$ cat src/rtl/otter_bus_pkg.sv
// Shared bus definitions: demux state encoding, default MMIO window base and
// the read data returned when an MMIO access times out.
package otter_bus_pkg;

    typedef enum logic [1:0] {
        ST_IDLE      = 2'd0,
        ST_RAM_RD    = 2'd1,
        ST_MMIO_WAIT = 2'd2,
        ST_MMIO_RESP = 2'd3
    } bus_state_t;

    localparam logic [31:0] DEFAULT_MMIO_BASE = 32'h1100_0000;
    localparam logic [31:0] TIMEOUT_DATA      = 32'hDEAD_BEEF;

    function automatic logic addr_is_mmio(input logic [31:0] addr, input logic [31:0] base);
        return (addr >= base);
    endfunction

endpackage

$ cat src/rtl/mem_bus_demux.sv
// Routes one initiator to a single-cycle RAM port or a handshaked MMIO port.
// Optional MMIO watchdog enabled by defining MEM_BUS_DEMUX_TIMEOUT_EN.
module mem_bus_demux
    import otter_bus_pkg::*;
#(
    parameter logic [31:0] MMIO_BASE      = DEFAULT_MMIO_BASE,
    parameter int          TIMEOUT_CYCLES = 16
) (
    input  logic        clk,
    input  logic        rst_n,
    input  logic [31:0] i_addr,
    input  logic [31:0] i_wdata,
    input  logic [1:0]  i_size,
    input  logic        i_re,
    input  logic        i_we,
    output logic [31:0] i_rdata,
    output logic        i_rvalid,
    output logic        i_busy,
    output logic [31:0] r_addr,
    output logic [31:0] r_wdata,
    output logic [1:0]  r_size,
    output logic        r_re,
    output logic        r_we,
    input  logic [31:0] r_rdata,
    output logic [31:0] m_addr,
    output logic [31:0] m_wdata,
    output logic [1:0]  m_size,
    output logic        m_re,
    output logic        m_we,
    input  logic [31:0] m_rdata,
    input  logic        m_ack,
    output logic        err
);

    bus_state_t  state_reg;
    logic [31:0] addr_reg;
    logic [31:0] wdata_reg;
    logic [1:0]  size_reg;
    logic        re_reg;
    logic        we_reg;
    logic [31:0] resp_data_reg;

    logic accept;
    logic to_mmio;
    logic is_read;

    // A write wins when both strobes are high; strobes are also gated by reset
    // so nothing leaks onto either target while rst_n is held low.
    assign is_read = i_re & ~i_we;
    assign accept  = rst_n & (i_re | i_we) & (state_reg != ST_MMIO_WAIT);
    assign to_mmio = addr_is_mmio(i_addr, MMIO_BASE);

    assign r_addr  = i_addr;
    assign r_wdata = i_wdata;
    assign r_size  = i_size;
    assign r_re    = accept & ~to_mmio & is_read;
    assign r_we    = accept & ~to_mmio & i_we;

    assign m_addr  = addr_reg;
    assign m_wdata = wdata_reg;
    assign m_size  = size_reg;
    assign m_re    = (state_reg == ST_MMIO_WAIT) & re_reg;
    assign m_we    = (state_reg == ST_MMIO_WAIT) & we_reg;

    assign i_busy   = (state_reg == ST_MMIO_WAIT);
    assign i_rvalid = (state_reg == ST_RAM_RD) | (state_reg == ST_MMIO_RESP);

    always_comb begin
        i_rdata = 32'h0;
        if (state_reg == ST_RAM_RD)
            i_rdata = r_rdata;
        else if (state_reg == ST_MMIO_RESP)
            i_rdata = resp_data_reg;
    end

`ifdef MEM_BUS_DEMUX_TIMEOUT_EN
    localparam int CNT_W = $clog2(TIMEOUT_CYCLES + 1);
    localparam logic [CNT_W-1:0] CNT_LAST = CNT_W'(TIMEOUT_CYCLES - 1);

    logic [CNT_W-1:0] tmo_cnt_reg;
    logic             err_reg;

    assign err = err_reg;
`else
    assign err = 1'b0;

    // Keeps the watchdog length parameter referenced when the watchdog is absent.
    if (TIMEOUT_CYCLES < 1) begin : g_timeout_unused
    end
`endif

    always_ff @(posedge clk or negedge rst_n) begin
        if (!rst_n) begin
            state_reg     <= ST_IDLE;
            addr_reg      <= 32'h0;
            wdata_reg     <= 32'h0;
            size_reg      <= 2'b00;
            re_reg        <= 1'b0;
            we_reg        <= 1'b0;
            resp_data_reg <= 32'h0;
`ifdef MEM_BUS_DEMUX_TIMEOUT_EN
            tmo_cnt_reg   <= '0;
            err_reg       <= 1'b0;
`endif
        end else begin
`ifdef MEM_BUS_DEMUX_TIMEOUT_EN
            err_reg <= 1'b0;
`endif
            if (state_reg == ST_MMIO_WAIT) begin
                // An ack in the expiry cycle takes precedence over the watchdog.
                if (m_ack) begin
                    if (we_reg) begin
                        state_reg <= ST_IDLE;
                    end else begin
                        resp_data_reg <= m_rdata;
                        state_reg     <= ST_MMIO_RESP;
                    end
                end
`ifdef MEM_BUS_DEMUX_TIMEOUT_EN
                else if (tmo_cnt_reg == CNT_LAST) begin
                    err_reg <= 1'b1;
                    if (we_reg) begin
                        state_reg <= ST_IDLE;
                    end else begin
                        resp_data_reg <= TIMEOUT_DATA;
                        state_reg     <= ST_MMIO_RESP;
                    end
                end else begin
                    tmo_cnt_reg <= tmo_cnt_reg + 1'b1;
                end
`endif
            end else if (accept) begin
                if (to_mmio) begin
                    addr_reg  <= i_addr;
                    wdata_reg <= i_wdata;
                    size_reg  <= i_size;
                    re_reg    <= is_read;
                    we_reg    <= i_we;
                    state_reg <= ST_MMIO_WAIT;
`ifdef MEM_BUS_DEMUX_TIMEOUT_EN
                    tmo_cnt_reg <= '0;
`endif
                end else begin
                    state_reg <= is_read ? ST_RAM_RD : ST_IDLE;
                end
            end else begin
                state_reg <= ST_IDLE;
            end
        end
    end

endmodule

$ cat config.mk
export PLATFORM = sky130hd
export DESIGN_NAME = mem_bus_demux
export DESIGN_NICKNAME = d
export VERILOG_FILES = /design/src/rtl/otter_bus_pkg.sv /design/src/rtl/mem_bus_demux.sv
export SDC_FILE = /design/constraint.sdc
export NUM_CORES = 1
export LEC_CHECK = 0
export ABC_AREA = 1
export BUFFER_PORTS_ARGS = -buffer_cell sky130_fd_sc_hd__buf_2
export CAP_MARGIN = 20
export CORE_AREA = 2 2 117 119
export CTS_BUF_LIST = sky130_fd_sc_hd__clkbuf_4 sky130_fd_sc_hd__clkbuf_8
export DETAILED_ROUTE_END_ITERATION = 10
export DIE_AREA = 0 0 119 121
export PLACE_DENSITY_LB_ADDON = 0.2
export SETUP_SLACK_MARGIN = 0.02
export SLEW_MARGIN = 20
export SYNTH_ARGS = -nofsm -noshare
export SYNTH_HDL_FRONTEND = slang
export SYNTH_SLANG_ARGS = --single-unit
export TNS_END_PERCENT = 5
$ cat constraint.sdc
create_clock -name clk -period 1.7 [get_ports clk]
set_clock_uncertainty 0.1 [all_clocks]
set_input_delay 0 -clock clk [delete_from_list [all_inputs] [get_ports clk]]
set_output_delay 0 -clock clk [all_outputs]
set_load 0.005 [all_outputs]
---- Yosys cells after proc, flatten, opt, wreduce, memory -nomap -nowiden ----
Index checks and enable logic that the tools add are counted.
word-level totals
  flip-flop bits (word level) ............. 102
  input port bits ......................... 135
operators by class
  $lt $le $gt $ge ......................... 1
  equal/unequal tests ..................... 5
  muxes and demuxes ....................... 8
  bitwise logic cells ..................... 14
  reductions and logical operators ........ 2
operators by type and width
  cell                                                   count
  2-to-1 mux 32 bit                                      2
  >= comparator 32 x 29 -> 1 bit, second input constant  1
  2-to-1 mux 2 bit                                       5
  AND 1 bit                                              8
  AND reduction 3 bit                                    2
  equality test 2 bit, second input constant             2
  inverter 1 bit                                         4
  equality test 2 x 1 -> 1 bit, second input constant    1
  != test 2 x 1 -> 1 bit, second input constant          1
  != test 2 bit, second input constant                   1
  bitwise OR 1 bit                                       2
  2-to-1 mux 1 bit                                       1

---- Depth between registers and ports, before layout ----
  depth after elaboration ................. 6
  mapped depth ............................ 8
  mapped depth without buffers ............ 7

---- Worst setup path after synthesis ----
No wires, ideal clock.
  path type ............................... reg-to-reg
  from .................................... reg state_reg[1]
  to ...................................... reg addr_reg[11] (netlist: m_addr[11])
  library setup time ...................... 0.065 ns
  arrival ................................. 1.178 ns
  required time ........................... 1.535 ns
  slack ................................... 0.357 ns
  stages on the path, launching flop included .. 9
  buffers on the path ..................... 3
  period minus slack after synthesis ...... 1.343 ns
  cells stage by stage .................... dfrtp_1 buf_4 nand2_8 inv_4 nor2_8 buf_6 buf_8 nand3_2 nand2_1
on the way
  cells in the longest elaborated chain, start to end .. 3
  elaborated cells on any way between the ends .. 5
  those cells by class .................... eq/ne (2); bitwise (2); reduce/logical (1)
ends and longest elaborated chain
  what                                  line                  source
  start: declaration                    mem_bus_demux.sv:35   bus_state_t state_reg;
  start signal: assignment              mem_bus_demux.sv:144  state_reg <= is_read ? ST_RAM_RD : ST_IDLE;
  equality test 2 bit                   -
  net i_busy                            mem_bus_demux.sv:18   output logic i_busy,
  inverter 1 bit (no source line)       -
  AND reduction 3 bit (no source line)  -
  end signal: assignment                mem_bus_demux.sv:134  addr_reg <= i_addr;
  end: declaration                      mem_bus_demux.sv:36   logic [31:0] addr_reg;
The timed path passes the listed nets, and every way through them passes these cells.
A chain may end at the register's enable or synchronous reset.

---- Final worst setup path ----
  from .................................... reg state_reg[1]
  to ...................................... out r_we
on the way
  cells in the longest elaborated chain, start to end .. 4
ends and longest elaborated chain
  what                    line                 source
  != test 2 bit           mem_bus_demux.sv:50  assign accept = rst_n & (i_re | i_we) & (state_reg != ST_MMIO_WAIT);
  AND 1 bit               mem_bus_demux.sv:50
  AND 1 bit (2 in a row)  mem_bus_demux.sv:57  assign r_we = accept & ~to_mmio & i_we;
  end: declaration        mem_bus_demux.sv:23  output logic r_we,
Every way passes these cells.

==> qor.csv <==
metric;value;unit
status;complete, no violations;
die_x;119;µm
grt_usage;22.58;%
placementRows;42;
r2r_setup_slack;0.13;ns
top_layer_used;met4;
worstPathCellList;nand2_8 -> inv_4 -> nor2_8 -> buf_12 -> nand3_2 -> nor2_1 -> buf_2;
p_switching;4101;µW
slew_headroom;60.41;%
synth_top_area_share;48.35;%
finalWirelength;17160;µm
drcViolationCount;0;
setup_violations;0;
wl_met2;8529;µm
crit_family;flip-flops;
path_buf_inv;3;
synth.distinct_cells;25;
antennaDiodeCount;0;
cts_made_buffers;9;
grt.overflow.total;0;
clk_latency;0.36;ns
cts.clk_slew.worst_paths;0.10;ns
met1Wirelength;7070;µm
cts_tree;yes;
timing.fmax;617.0;MHz
grt_max_degree;103;
final_common_cell;buf_2;
grt_pass1_wl;26010;µm
drv_cap;0;
synth.area.top_cells;dfrtp_1 (48%), nand2_1 (17%), nand3_1 (14%), buf_4 (10%), nand3_2 (3.8%);
crit-reg2reg-launch;state_reg[1]$_DFFE_PN0P_;
cpPeakStageDelay;0.48;ns
grt_pass1_vias;5135;
finalCriticalPeriod;1.621;ns
initialDrtViolationCount;300;
ir_drop;0.6594;mV
syn-instance-count;641;
clockRootBuffer;clkbuf_8;
slew_viol_final;0;
area_growth_syn_to_layout;48.31;%
fp.dieArea;14400;µm²
power.internal;6484;µW
io_pins;306;
cp-start-kind;register;
path_max_fanout;5;
pwr-share-clk;14.6;%
dp_hpwl;10990;µm
fp.coreArea;13090;µm²
hold_class;primary input to async pin;
cp.required;1.60;ns
leakage;0.004447;µW
wl_met3;1261;µm
cp.arrival;1.52;ns
grt_setup_unrepaired;true;
finalCritPeriodShare;95.34;%
final_cell_mix;buf_2 (303), nand2_1 (234), nand3_1 (142), dlygate4sd3_1 (102), dfrtp_1 (100);
vias;5416;
fin_hold_ws;0.1517;ns
syn-cell-area;5279;µm²
postSynthAreaPerCell;8.235;µm²
powerDensity;1352;nW/µm²
cts_sinks;102;
postRouteAntennaNets;0;
finalNetCount;1103;
ys_ff_latch;102;
switching_share;38.74;%
htree_levels;3;
antenna_found_initial;0;
portBuffers;304;
power_frac_seq;39.6;%
ff2ff_path_depth;7;
fin_setup_tns;0;ns
endpoint;r_we;
avgViaCountPerCell;4.718;
gp_congestion;0.8508;
hold_viol;0;
pwr-share-comb;45.9;%
synth_top_area_cell;dfrtp_1;
die_y;121;µm
start_util;40.34;%
crit_path_top_delay_cell;dfrtp_2;
yosys_warnings;0;
path_depth;7;
tightest_slew;0.5939;ns
fillCellCount;1155;
reg2reg_to;m_addr[25]$_DFFE_PN0P_;
wl_per_cell;14.95;µm
synth.yosys.seq_area_share;48.35;%
dr.pass1.iters;5;
critical_path.startpoint;state_reg[1]$_DFFE_PN0P_;
critPathKind;register to output port;
fin_total_pwr;10580;µW
clock_path_buffers;2;
endpoint_kind;output port;
synthesis.nets;776;
drive_above_1_share;38.68;%
==> layer usage <==
metal  vias to the layer above  track usage [%]
met2                       236            39.40
li1                       2638                -
met3                        22            5.968
met5                         -                0
met4                         0            7.366
met1                      2520            27.14
==> power by group through the flow <==
stage | Clock (µW) | Sequential [µW] | Combinational, µW
4_1_cts | 1580 | 4180 | 4640
3_5_place_dp | 0 | 4170 | 4360
6_report | 1540 | 4190 | 4850
5_1_grt | 1690 | 4330 | 5420
3_3_place_gp | 0 | 4170 | 4290
2_1_floorplan | 0 | 4200 | 2470
==> cell type report <==
| type | instances | area [µm²] | share of cell area, % |
|---|---|---|---|
| Multi-Input combinational cell | 418 | 1961 | 25.04 |
| Sequential cell | 102 | 2555 | 32.64 |
| Timing Repair Buffer | 429 | 2865 | 36.60 |
| Clock buffer | 11 | 145.1 | 1.854 |
| Clock inverter | 4 | 47.55 | 0.6073 |
| Tap cell | 176 | 220.2 | 2.813 |
| Inverter | 8 | 35.03 | 0.4475 |
==> through the flow <==
step / worst slack [ns] / utilization (%) / std cells / cell area (µm²)
after floorplan: 0.3569 / - / 641 / 5279
after global placement: 0.2269 / 49.24 / 1023 / 6444
after detailed placement: 0.2064 / 49.24 / 1023 / 6444
after CTS: 0.02307 / 59.05 / 1143 / 7726
after global routing: -0.004492 / 59.83 / 1148 / 7829
final: 0.07915 / 59.83 / 1148 / 7829
==> timing repair <==
action                                  4_1_cts  5_1_grt
hold buffers                                102        0
gates cloned                                  1        2
setup buffers                                 2        3
endpoints found under the setup margin       34       44
gates resized for setup                       7        6
pin swaps                                     1        0
hold endpoints to repair                    203        0
==> synth_stat cells <==
| library cell | number |
|---|---|
| clkbuf_1 | 15 |
| nand4_1 | 1 |
| inv_4 | 1 |
| nand2_8 | 1 |
| nand2_2 | 1 |
| inv_1 | 6 |
| dfrtp_1 | 102 |
| buf_2 | 19 |
| buf_8 | 2 |
| nor2_1 | 8 |
| nand3_1 | 143 |
| buf_1 | 4 |
| buf_4 | 70 |
| nor2_8 | 1 |
| nor3_1 | 1 |
| nor3_2 | 1 |
| buf_6 | 3 |
| nand2_1 | 234 |
| inv_2 | 1 |
| conb_1 | 1 |
| nand2_4 | 1 |
| o21ai_1 | 3 |
| a21oi_1 | 1 |
| nor2_4 | 1 |
| nand3_2 | 20 |
==> worst register-to-register path, cell delays in order, from the launching register on <==
cell and delay (ns):
dfrtp_2 0.48, nand2_8 0.11, inv_4 0.05, nor2_8 0.09
buf_4 0.17, bufbuf_16 0.33, nand3_2 0.08, nand2_1 0.10
==> cells by family after synthesis <==
| group | share of synthesized area [%] |
|---|---|
| buffers and inverters | 14.93 |
| AOI/OAI and AO/OA | 0.3791 |
| other | 0.07104 |
| and+or+nand+nor | 36.26 |
| DFF | 48.35 |
==> how the worst min path moves through the flow <==
stage,end,depth (start not counted),startpoint,slack [ns]
2_1_floorplan,m_addr[0]$_DFFE_PN0P_,0,rst_n,-0.40
3_3_place_gp,m_addr[11]$_DFFE_PN0P_,2,rst_n,0.07
3_5_place_dp,m_addr[11]$_DFFE_PN0P_,2,rst_n,0.07
4_1_cts,i_rdata[23],4,r_rdata[23],0.19
5_1_grt,i_rdata[27],4,r_rdata[27],0.21
6_report,m_addr[14]$_DFFE_PN0P_,3,rst_n,0.15
No activity file was read; power rests on OpenSTA's default activity.
